<file path="src/rtl/rtc_burst_reader.sv">
// Burst reader that copies N_REGS consecutive RTC registers over a multiplexed
// address/data bus into a RAM. Optional BCD validation is enabled by RTC_BCD_CHECK_EN.
module rtc_burst_reader #(
  parameter int         N_REGS    = 3,
  parameter int         PHASE_CYC = 8,
  parameter logic [7:0] RTC_BASE  = 8'h24,
  parameter int         RAM_BASE  = 0,
  parameter int         RAM_AW    = 4
) (
  input  logic              clk,
  input  logic              reset,
  input  logic              start,
  output logic              busy,
  output logic              done,
  output logic              a_d,
  output logic              cs_n,
  output logic              rd_n,
  output logic              wr_n,
  output logic              ad_oe,
  output logic [7:0]        ad_out,
  input  logic [7:0]        ad_in,
  output logic              ram_we,
  output logic [RAM_AW-1:0] ram_addr,
  output logic [7:0]        ram_wdata,
  output logic              err
);

  typedef enum logic [2:0] {
    IDLE  = 3'd0,
    ADDR  = 3'd1,
    GAP   = 3'd2,
    READ  = 3'd3,
    WRITE = 3'd4,
    RECOV = 3'd5,
    DONE  = 3'd6
  } state_t;

  localparam logic [5:0]        PH_LAST    = 6'(PHASE_CYC - 1);
  localparam logic [3:0]        IDX_LAST   = 4'(N_REGS - 1);
  localparam logic [RAM_AW-1:0] RAM_BASE_W = RAM_AW'(RAM_BASE);

`ifdef RTC_BCD_CHECK_EN
  function automatic logic bcd_valid(input logic [7:0] b);
    bcd_valid = (b[7:4] <= 4'd9) && (b[3:0] <= 4'd9);
  endfunction
`endif

  state_t            state_r;
  state_t            state_nx;
  logic [5:0]        cnt_r;
  logic [5:0]        cnt_nx;
  logic [3:0]        idx_r;
  logic [3:0]        idx_nx;
  logic              phase_end_s;

  logic              busy_nx;
  logic              done_nx;
  logic              a_d_nx;
  logic              cs_n_nx;
  logic              rd_n_nx;
  logic              wr_n_nx;
  logic              ad_oe_nx;
  logic [7:0]        ad_out_nx;
  logic              ram_we_nx;
  logic [RAM_AW-1:0] ram_addr_nx;
  logic [7:0]        ram_wdata_nx;
  logic              err_nx;

  assign phase_end_s = (cnt_r == PH_LAST);

  // State, phase counter and register index
  always_ff @(posedge clk or posedge reset) begin
    if (reset) begin
      state_r <= IDLE;
      cnt_r   <= 6'd0;
      idx_r   <= 4'd0;
    end else begin
      state_r <= state_nx;
      cnt_r   <= cnt_nx;
      idx_r   <= idx_nx;
    end
  end

  // Next-state logic; the phase counter restarts on every state change
  always_comb begin
    state_nx = state_r;
    idx_nx   = idx_r;
    case (state_r)
      IDLE: begin
        idx_nx = 4'd0;
        if (start) begin
          state_nx = ADDR;
        end else begin
          state_nx = IDLE;
        end
      end
      ADDR: begin
        if (phase_end_s) begin
          state_nx = GAP;
        end else begin
          state_nx = ADDR;
        end
      end
      GAP: begin
        if (phase_end_s) begin
          state_nx = READ;
        end else begin
          state_nx = GAP;
        end
      end
      READ: begin
        if (phase_end_s) begin
          state_nx = WRITE;
        end else begin
          state_nx = READ;
        end
      end
      WRITE: begin
        state_nx = RECOV;
      end
      RECOV: begin
        if (!phase_end_s) begin
          state_nx = RECOV;
        end else if (idx_r < IDX_LAST) begin
          state_nx = ADDR;
          idx_nx   = idx_r + 4'd1;
        end else begin
          state_nx = DONE;
        end
      end
      DONE: begin
        state_nx = IDLE;
        idx_nx   = 4'd0;
      end
      default: begin
        state_nx = IDLE;
        idx_nx   = 4'd0;
      end
    endcase
    if (state_nx != state_r) begin
      cnt_nx = 6'd0;
    end else begin
      cnt_nx = cnt_r + 6'd1;
    end
  end

  // Output decode from the upcoming state, so registered outputs line up with it
  always_comb begin
    busy_nx      = (state_nx != IDLE);
    done_nx      = (state_nx == DONE);
    a_d_nx       = 1'b1;
    cs_n_nx      = 1'b1;
    rd_n_nx      = 1'b1;
    wr_n_nx      = 1'b1;
    ad_oe_nx     = 1'b0;
    ad_out_nx    = ad_out;
    ram_we_nx    = 1'b0;
    ram_addr_nx  = ram_addr;
    ram_wdata_nx = ram_wdata;
`ifdef RTC_BCD_CHECK_EN
    err_nx       = err;
`else
    err_nx       = 1'b0;
`endif
    case (state_nx)
      ADDR: begin
        cs_n_nx   = 1'b0;
        wr_n_nx   = 1'b0;
        a_d_nx    = 1'b0;
        ad_oe_nx  = 1'b1;
        ad_out_nx = RTC_BASE + {4'd0, idx_nx};
      end
      READ: begin
        cs_n_nx = 1'b0;
        rd_n_nx = 1'b0;
      end
      WRITE: begin
        // Entered only from the last READ cycle, so ad_in here is the captured byte
        ram_we_nx   = 1'b1;
        ram_addr_nx = RAM_BASE_W + RAM_AW'(idx_nx);
`ifdef RTC_BCD_CHECK_EN
        if (bcd_valid(ad_in)) begin
          ram_wdata_nx = ad_in;
        end else begin
          ram_wdata_nx = 8'h00;
          err_nx       = 1'b1;
        end
`else
        ram_wdata_nx = ad_in;
`endif
      end
      IDLE, GAP, RECOV, DONE: begin
        a_d_nx = 1'b1;
      end
      default: begin
        a_d_nx = 1'b1;
      end
    endcase
  end

  // Output registers keep the RTC strobes glitch-free
  always_ff @(posedge clk or posedge reset) begin
    if (reset) begin
      busy      <= 1'b0;
      done      <= 1'b0;
      a_d       <= 1'b1;
      cs_n      <= 1'b1;
      rd_n      <= 1'b1;
      wr_n      <= 1'b1;
      ad_oe     <= 1'b0;
      ad_out    <= 8'h00;
      ram_we    <= 1'b0;
      ram_addr  <= {RAM_AW{1'b0}};
      ram_wdata <= 8'h00;
      err       <= 1'b0;
    end else begin
      busy      <= busy_nx;
      done      <= done_nx;
      a_d       <= a_d_nx;
      cs_n      <= cs_n_nx;
      rd_n      <= rd_n_nx;
      wr_n      <= wr_n_nx;
      ad_oe     <= ad_oe_nx;
      ad_out    <= ad_out_nx;
      ram_we    <= ram_we_nx;
      ram_addr  <= ram_addr_nx;
      ram_wdata <= ram_wdata_nx;
      err       <= err_nx;
    end
  end

endmodule

</file>
<file path="config.mk">
export PLATFORM = sky130hd
export DESIGN_NAME = rtc_burst_reader
export DESIGN_NICKNAME = d
export VERILOG_FILES = /design/src/rtl/rtc_burst_reader.sv
export SDC_FILE = /design/constraint.sdc
export NUM_CORES = 1
export LEC_CHECK = 0
export BUFFER_PORTS_ARGS = -buffer_cell sky130_fd_sc_hd__buf_2
export CORE_UTILIZATION = 45
export CTS_CLUSTER_DIAMETER = 120
export DETAILED_ROUTE_END_ITERATION = 6
export PLACE_DENSITY = 0.71
export SLEW_MARGIN = 15
export SYNTH_ARGS = -nofsm -noshare
export SYNTH_HDL_FRONTEND = slang
export SYNTH_SLANG_ARGS = --single-unit
</file>
<file path="constraint.sdc">
create_clock -name clk -period 2.3 [get_ports clk]
set_input_delay 0.115 -clock clk [delete_from_list [all_inputs] [get_ports clk]]
set_output_delay 0.115 -clock clk [all_outputs]
set_load 0.005 [all_outputs]
</file>
==> results of run 1 <==
-- critical path, stage by stage (launching register included) --
cell and delay [ps]:
dfrtp_1 370, ha_1 210, and4bb_1 410, nand4_2 210
o211ai_4 380, mux2_4 330
-- stage by stage --
stage	instance area, um^2	std cells
after floorplan	1820	146
after global placement	1980	222
after detailed placement	1980	222
after CTS	2090	231
after global routing	2090	231
final	2090	231
-- layout make-up --
cell class                      count  area [um^2]
Fill cell                         326         1690
Multi-Input combinational cell     90          742
Timing Repair Buffer               39          205
Sequential cell                    38          955
Tap cell                           48         60.1
Clock inverter                      1         5.00
Inverter                            8         32.5
Clock buffer                        7         86.3
-- synth_stat cells, types with 2 or more instances --
library cell,n
a21boi_0,2
a21oi_1,10
a31oi_1,2
and2_1,2
buf_4,4
buf_6,3
clkbuf_1,2
dfrtp_1,35
dfstp_2,3
ha_1,3
inv_1,6
mux2_2,2
mux2_4,12
mux2i_1,2
nand2_1,6
nand2b_1,4
nand3_1,5
nor2_1,3
nor3_1,4
o21ai_0,2
xnor2_1,3
-- metal layers --
layer	share of wire (%)	up-vias
met2	45	48
met4	1.9	0
li1	-	572
met1	47	580
met5	0	-
met3	6.6	9
-- power groups by stage --
stage	logic (W)	registers, W	clock network [W]
6_report	0.000756	0.000980	0.000458
5_1_grt	0.000843	0.00100	0.000499
4_1_cts	0.000764	0.000979	0.000478
3_5_place_dp	0.000761	0.000987	0
3_3_place_gp	0.000726	0.000978	0
2_1_floorplan	0.000629	0.000939	0
-- layout by cell type, fill, tap and decap left out, types with 2 or more instances in the layout --
cell type,instances
nand3_1,5
xnor2_1,3
nand2_1,6
dfrtp_1,35
a21boi_0,2
dfstp_2,3
conb_1,3
a31oi_1,2
buf_2,36
nand2b_1,4
nor3_1,4
clkbuf_8,6
mux2i_1,2
buf_4,2
mux2_2,2
and2_1,2
mux2_4,12
a21oi_1,10
inv_1,6
nor2_1,3
o21ai_0,2
ha_1,3
-- cells by family (layout without fill, tap and decap cells) --
| logic type | Yosys count | after routing | synth area share (%) |
|---|---|---|---|
| xor+xnor | 4 | 4 | 1.93 |
| buf+inv | 18 | 55 | 6.83 |
| other cells | 1 | 3 | 0.207 |
| compound gates | 25 | 25 | 9.94 |
| flops | 38 | 38 | 52.7 |
| simple gates | 39 | 39 | 14.1 |
| fa+ha+maj | 3 | 3 | 2.07 |
| mux | 16 | 16 | 12.3 |
-- flip-flops by register name, indices dropped and copies added (netlist names), 3 cells and up --
signal,count
ram_wdata,8
idx_r,4
cnt_r,6
state_r,3
ad_out,6
ram_addr,4
-- worst paths after layout --
path,startpoint,end,slack (ps),depth (start not counted)
worst min register to register,cnt_r[0]$_DFF_PP0_,cnt_r[0]$_DFF_PP0_,460,1
worst max-delay path,cnt_r[0]$_DFF_PP0_,ad_out[3]$_DFFE_PP0P_,270,5
worst max register to register,cnt_r[0]$_DFF_PP0_,ad_out[3]$_DFFE_PP0P_,270,5
max in group asynchronous,reset,rd_n$_DFF_PP1_,1470,4
worst min-delay path,ad_in[5],ram_wdata[5]$_DFFE_PP0P_,50,2
min in group asynchronous,reset,ram_wdata[0]$_DFFE_PP0P_,480,4
-- repair_timing --
action,4_1_cts,5_1_grt
gates resized for setup,0,0
endpoints found under the hold margin,35,0
hold buffers,1,0
==> results.yml, run 1 <==
status:
  status: "finished, final reports clean"
critical_path:
  required_ps: 2470
  worst_ep_arrival_time_ps: 2210
  end_kind: "flop"
  path_class: "reg2reg"
  setup.worst_path.start_class: "flop"
  path_max_fanout: 9
place:
  pre_cts_ws_ps: 287
  port_buffers: 36
  hpwlAfterDp_mm: 2.26
  gp_congestion: 0.856
global_routing:
  grt_pass1_vias: 1122
  gr-total-overflow: 0
  grt_max_degree: 39
  use_met2_pct: 24.4
  grt_first_pass_wirelength_mm: 5.18
  grtUsageMet3_pct: 6.25
  antenna_found_initial: 0
  busiest_layer: "met2"
  grt_use_total_pct: 16.6
  met1_usage_pct: 21.7
pwr:
  internal-power_w: 0.00144
  pwr-share-seq_pct: 44.7
  power.switching_w: 0.000751
  pwr-share-comb_pct: 34.5
  p_clk_share_pct: 20.9
  p_leak_nw: 1.05
  total_power_w: 0.00219
  swShare_pct: 34.2
  p_per_area_mw_per_mm2: 1050
  ir_worst_vdd_uv: 494
sta:
  rsz0062_at_grt: "no"
  final_hold_viol_count: 0
  clock_skew_ps: 4.51
  max_clock_freq_mhz: 492
  tns_ps: 0
  timing.final.crit_share_pct: 88.4
  setup_viol: 0
  slew_violations: 0
  setup_ws_ps: 267
  whs_ps: 52.4
  fin_crit_ps: 2030
flow_run:
  cap_viol_max_count: 0
synth:
  ys_ff_latch: 38
  synth_area_per_cell_um2: 12.6
  synth_area_leaders: "dfrtp_1 (48%), mux2_4 (9.9%), dfstp_2 (4.3%)"
  synth_top_cell_area_share_pct: 48.3
  syn_area_mm2: 0.00181
  ys_warn_count: 0
  synthCells: 144
  synth.distinct_cells: 50
  yosysTopAreaCell: "dfrtp_1"
  synth-main-ff-cell: "dfrtp_1"
  synth-edff-count: 0
  ys_seq_area_share_pct: 52.7
  synthArstFlopShare_pct: 100
detailed_routing:
  vias: 1209
  first_pass_iters: 4
  wire_per_inst_um: 13.6
  drt-total-wl_mm: 3.13
  dr.first_iter.drc_count: 60
  via_per_inst: 5.23
  drc: 0
  drtAntennaViolNets: 0
cts:
  cts_made_buffers: 5
  clockBufferDepth: 2
  clk_latency_ps: 290
  clk_pin_slew_worst_paths_ps: 70
  clockRootBuffer: "clkbuf_8"
  cts.sinks: 38
  postCtsSetupBuffers: 0
  cts_tree: "yes"
  htree_levels: 2
final_layout:
  fin_nets: 196
  num_antenna_cells: 0
  finish.utilization_pct: 55.3
  syn2layout_area_growth_pct: 15.0
  drive_gt1_share_pct: 40.4
floorplanning:
  io_pins: 40
  die_x_um: 65.5
  start_util_pct: 48.1
  rows: 22
  dieArea_mm2: 0.00429
  fp.dieH_um: 65.5
  fp.coreArea_mm2: 0.00377
worst_hold_path:
  holdCritPathClass: "in2reg"
Power figures use the tool's default switching activity.
==> run 2, diff against run 1 <==
--- a/config.mk
+++ b/config.mk
@@ -10,6 +10,7 @@
 export CTS_CLUSTER_DIAMETER = 120
 export DETAILED_ROUTE_END_ITERATION = 6
 export PLACE_DENSITY = 0.71
+export RECOVER_POWER = 25
 export SLEW_MARGIN = 15
 export SYNTH_ARGS = -nofsm -noshare
 export SYNTH_HDL_FRONTEND = slang
==> run 2 against run 1 <==
Power about the same. Global-route usage unchanged. Die area unchanged. Worst setup slack unchanged. Via count unchanged. Worst hold slack unchanged. Flip-flop and latch count unchanged. Non-clock buffer count unchanged. Largest cell class unchanged. Clock power about the same. Count of clock-buffer cells in the layout unchanged. Routed wire length unchanged. Cell area decreased by 0.12%.
==> results.yml, run 2 (synthesis results as in run 1) <==
cts:
  htree_levels: 2
  cts_tree: "yes"
  clockBufferDepth: 2
  cts.sinks: 38
  clk_pin_slew_worst_paths_ps: 70
  cts_made_buffers: 5
  clockRootBuffer: "clkbuf_8"
  post_cts_resized: 0
  clk_latency_ps: 290
detailed_routing:
  drc: 0
  first_pass_iters: 4
  drt-total-wl_mm: 3.13
  wire_per_inst_um: 13.6
  drtAntennaViolNets: 0
  via_per_inst: 5.23
  vias: 1209
  dr.first_iter.drc_count: 60
final_layout:
  top_regs: "ram_wdata (8), ad_out (6), cnt_r (6)"
  largest_reg_flops: 8
  layout_commonest_cell: "buf_2"
  num_antenna_cells: 0
  drive_gt1_share_pct: 40.4
  mostFrequentLayoutCells: "buf_2 (36), dfrtp_1 (35), mux2_4 (12)"
  syn2layout_area_growth_pct: 14.9
  fin_nets: 196
  register_area_um2: 955
  finish.utilization_pct: 55.2
  multi_input_area_um2: 742
  top_register: "ram_wdata"
  final.fill_count: 325
pwr:
  p_leak_nw: 1.05
  ir_worst_vdd_uv: 494
  p_per_area_mw_per_mm2: 1050
sta:
  setup_viol: 0
  slew_headroom_pct: 39.8
  max_clock_freq_mhz: 492
  tns_ps: 0
  slew_violations: 0
  timing.final.crit_share_pct: 88.4
  setup_ws_ps: 267
  final_hold_viol_count: 0
  clock_skew_ps: 4.51
  worst_pin_slew_ps: 903
  rsz0062_at_grt: "no"
  fin_crit_ps: 2030
floorplanning:
  die_x_um: 65.5
  fp.coreArea_mm2: 0.00377
  dieArea_mm2: 0.00429
  fp.dieH_um: 65.5
  start_util_pct: 48.1
  io_pins: 40
  rows: 22
critical_path:
  required_ps: 2470
  worst_ep_arrival_time_ps: 2210
  path_class: "reg2reg"
  setup.worst_path.start_class: "flop"
  path_max_fanout: 9
  r2r_slack_ps: 270
  end_kind: "flop"
global_routing:
  antenna_found_initial: 0
  grtUsageMet3_pct: 6.25
  grt_use_total_pct: 16.6
  grt_first_pass_wirelength_mm: 5.18
  busiest_layer: "met2"
  grt_max_degree: 39
  grt_pass1_vias: 1122
  gr-total-overflow: 0
  use_met2_pct: 24.4
  met1_usage_pct: 21.7
status:
  status: "finished, final reports clean"
worst_hold_path:
  holdCritPathClass: "in2reg"
place:
  port_buffers: 36
  gp_congestion: 0.856
  hpwlAfterDp_mm: 2.26
  pre_cts_ws_ps: 287
flow_run:
  cap_viol_max_count: 0
## run 2: changes by cell type in the layout (fill, tap and decap cells not counted)
cell,delta
clkbuf_2,+1
buf_4,-1
## run 2: per-layer routing
layer	part of all wire, %	routed length (um)	vias to the layer above
met3	6.6	207	9
met2	45	1400	48
met1	47	1460	580
li1	-	-	572
met5	0	0	-
met4	1.9	60	0
## run 2: timing repair
item                                    4_1_cts  5_1_grt
hold buffers                                  1        0
hold endpoints to repair                     35        0
endpoints found under the setup margin        0        0
buffers inserted                              0        0
## run 2: through the flow
step	power, W	cell area [um^2]	hold slack [ps]	std cells
floorplan	0.00157	1820	263	146
global placement	0.00170	1980	236	222
finish	0.00219	2080	52.4	231
global route	0.00234	2080	47.4	231
detailed placement	0.00175	1980	252	222
CTS	0.00222	2090	43.3	231
## run 2: worst max-delay path: stages (launching register included)
cell and delay (ps):
dfrtp_1 370, ha_1 210, and4bb_1 410, nand4_2 210, o211ai_4 380, mux2_4 330
## run 2: power breakdown
group | switching [W] | internal, W | leakage (nW) | total [W]
Clock | 0.000217 | 0.000241 | 0.0482 | 0.000458
Sequential | 0.000143 | 0.000837 | 0.476 | 0.000980
Combinational | 0.000391 | 0.000364 | 0.526 | 0.000755
Total | 0.000751 | 0.00144 | 1.05 | 0.00219
## run 2: area by class of cell
type,instances,share of cell area (%)
clock buffer,7,4.14
timing repair buffer,39,9.73
inverter,8,1.56
sequential,38,45.8
clock inverter,1,0.240
multi-input combinational,90,35.6
tap,48,2.88
## run 2: worst paths after layout
check,start,end,depth (start not counted)
worst max-delay path,cnt_r[0]$_DFF_PP0_,ad_out[3]$_DFFE_PP0P_,5
worst min-delay path,ad_in[5],ram_wdata[5]$_DFFE_PP0P_,2
worst max register to register,cnt_r[0]$_DFF_PP0_,ad_out[3]$_DFFE_PP0P_,5
worst min register to register,cnt_r[0]$_DFF_PP0_,cnt_r[0]$_DFF_PP0_,1
max in group asynchronous,reset,busy$_DFF_PP0_,4
min in group asynchronous,reset,ram_wdata[0]$_DFFE_PP0P_,4
==> run 3, diff against run 2 <==
--- a/config.mk
+++ b/config.mk
@@ -7,11 +7,13 @@
 export LEC_CHECK = 0
 export BUFFER_PORTS_ARGS = -buffer_cell sky130_fd_sc_hd__buf_2
 export CORE_UTILIZATION = 45
+export CTS_BUF_LIST = sky130_fd_sc_hd__clkbuf_8 sky130_fd_sc_hd__clkbuf_16
 export CTS_CLUSTER_DIAMETER = 120
 export DETAILED_ROUTE_END_ITERATION = 6
 export PLACE_DENSITY = 0.71
 export RECOVER_POWER = 25
-export SLEW_MARGIN = 15
+export SKIP_CTS_REPAIR_TIMING = 1
+export SLEW_MARGIN = 40
 export SYNTH_ARGS = -nofsm -noshare
 export SYNTH_HDL_FRONTEND = slang
 export SYNTH_SLANG_ARGS = --single-unit
==> run 3 against run 2 <==
Power decreased by 0.19%. Cell area unchanged. Core utilization unchanged. Clock skew about the same. Global-route usage unchanged. Via count unchanged. Count of clock-buffer cells in the layout decreased by 1. Maximum frequency about the same. Non-clock buffer count unchanged. Critical path type unchanged. Critical endpoint unchanged. Largest power group unchanged. Highest routed layer unchanged.
==> results.yml, run 3 (synthesis results as in run 1) <==
final_layout:
  multi_input_area_um2: 742
  num_antenna_cells: 0
  largest_reg_flops: 8
  top_regs: "ram_wdata (8), ad_out (6), cnt_r (6)"
  drive_gt1_share_pct: 40.4
  top_register: "ram_wdata"
  layout_commonest_cell: "buf_2"
  register_area_um2: 955
  finish.utilization_pct: 55.2
  finalNonFillerCells: 231
  final.fill_count: 325
  fin_area_mm2: 0.00208
  syn2layout_area_growth_pct: 14.9
  fin_nets: 196
  mostFrequentLayoutCells: "buf_2 (36), dfrtp_1 (35), mux2_4 (12)"
critical_path:
  crit_path_end: "ad_out[3]$_DFFE_PP0P_"
  path_max_fanout: 9
  worst_ep_arrival_time_ps: 2210
  reg2reg_depth: 5
  critPathSlowestCell: "and4bb_1"
  cp_cell_sequence: "ha_1, and4bb_1, nand4_2, o211ai_4, mux2_4"
  rr_startpoint: "cnt_r[0]$_DFF_PP0_"
  path_class: "reg2reg"
  startpoint: "cnt_r[0]$_DFF_PP0_"
  setup.worst_path.start_class: "flop"
  cp_slowest_stage_delay_ps: 410
  required_ps: 2470
  r2r_slack_ps: 270
  rr_endpoint: "ad_out[3]$_DFFE_PP0P_"
  end_kind: "flop"
cts:
  cts.sinks: 38
  cts_made_buffers: 5
  clk_latency_ps: 290
  cts_tree: "yes"
  clk_pin_slew_worst_paths_ps: 70
  htree_levels: 2
  clockRootBuffer: "clkbuf_8"
  clockBufferDepth: 2
floorplanning:
  die_x_um: 65.5
  start_util_pct: 48.1
  rows: 22
  fp.dieH_um: 65.5
  io_pins: 40
  fp.coreArea_mm2: 0.00377
  dieArea_mm2: 0.00429
detailed_routing:
  first_pass_iters: 4
  dr.first_iter.drc_count: 60
  drt-total-wl_mm: 3.14
  vias: 1209
  drc: 0
  drtAntennaViolNets: 0
  via_per_inst: 5.23
  wire_per_inst_um: 13.6
flow_run:
  cap_viol_max_count: 0
sta:
  setup_viol: 0
  slew_headroom_pct: 39.8
  clock_skew_ps: 4.80
  timing.final.crit_share_pct: 88.4
  rsz0062_at_grt: "no"
  fin_crit_ps: 2030
  worst_pin_slew_ps: 903
  max_clock_freq_mhz: 492
  final_hold_viol_count: 0
  tns_ps: 0
  slew_violations: 0
place:
  port_buffers: 36
  hpwlAfterDp_mm: 2.26
  place_inst: 222
  place_area_mm2: 0.00198
  gp_congestion: 0.856
pwr:
  ir_worst_vdd_uv: 483
  p_leak_nw: 1.05
  total_power_w: 0.00219
  p_per_area_mw_per_mm2: 1050
global_routing:
  grt_first_pass_wirelength_mm: 5.18
  antenna_found_initial: 0
  grt_use_total_pct: 16.6
  grt_pass1_vias: 1122
  grt_max_degree: 39
  gr-total-overflow: 0
status:
  status: "finished, final reports clean"
worst_hold_path:
  holdCritPathClass: "in2reg"
[run 3: cell count changes in the layout (fill, tap and decap cells not counted)]
cell | previous run | this run
clkbuf_1 | 1 | 0
inv_1 | 6 | 7
[run 3: worst min-delay path by stage]
stage	startpoint	to	slack (ps)	depth (start not counted)
after global placement	reset	ram_wdata[0]$_DFFE_PP0P_	240	3
after CTS	reset	ram_wdata[3]$_DFFE_PP0P_	-70	3
after detailed placement	reset	ram_wdata[3]$_DFFE_PP0P_	250	3
after global routing	ad_in[6]	ram_wdata[6]$_DFFE_PP0P_	50	2
after floorplan	ad_in[2]	ram_wdata[2]$_DFFE_PP0P_	260	1
final	ad_in[5]	ram_wdata[5]$_DFFE_PP0P_	50	2
[run 3: metrics by stage]
stage                     worst slack (ps)  hold slack [ps]
final                                  267             52.4
after global routing                  88.8             47.0
after CTS                              267            -68.1
after detailed placement               287              252
after global placement                 357              236
after floorplan                        423              263
[run 3: per-layer routing]
metal | GRT usage [%] | part of all wire, % | up-vias
met5 | 0 | 0 | -
met4 | 7.34 | 1.9 | 0
met3 | 6.25 | 6.6 | 9
met2 | 24.4 | 45 | 48
met1 | 21.7 | 47 | 580
li1 | - | - | 572
[run 3: layout make-up]
class | count | share of cell area [%]
flip-flops and latches | 38 | 45.8
multi-input cells | 90 | 35.6
repair buffers | 39 | 9.73
clock buffers | 6 | 3.96
well taps | 48 | 2.88
inverters | 8 | 1.56
clock inverters | 2 | 0.420
[run 3: worst max-delay path, delay by kind of cell (launching register included)]
| family | cells | cell delay, ps |
|---|---|---|
| simple gates | 2 | 620 |
| compound gates | 1 | 380 |
| flops | 1 | 370 |
| mux | 1 | 330 |
| fa+ha+maj | 1 | 210 |
[run 3: power by group]
group | internal, W | leakage (nW) | total, W | switching [W]
clock | 0.000237 | 0.0524 | 0.000454 | 0.000217
combinational | 0.000364 | 0.526 | 0.000755 | 0.000391
sequential | 0.000837 | 0.476 | 0.000980 | 0.000143
total | 0.00144 | 1.05 | 0.00219 | 0.000751
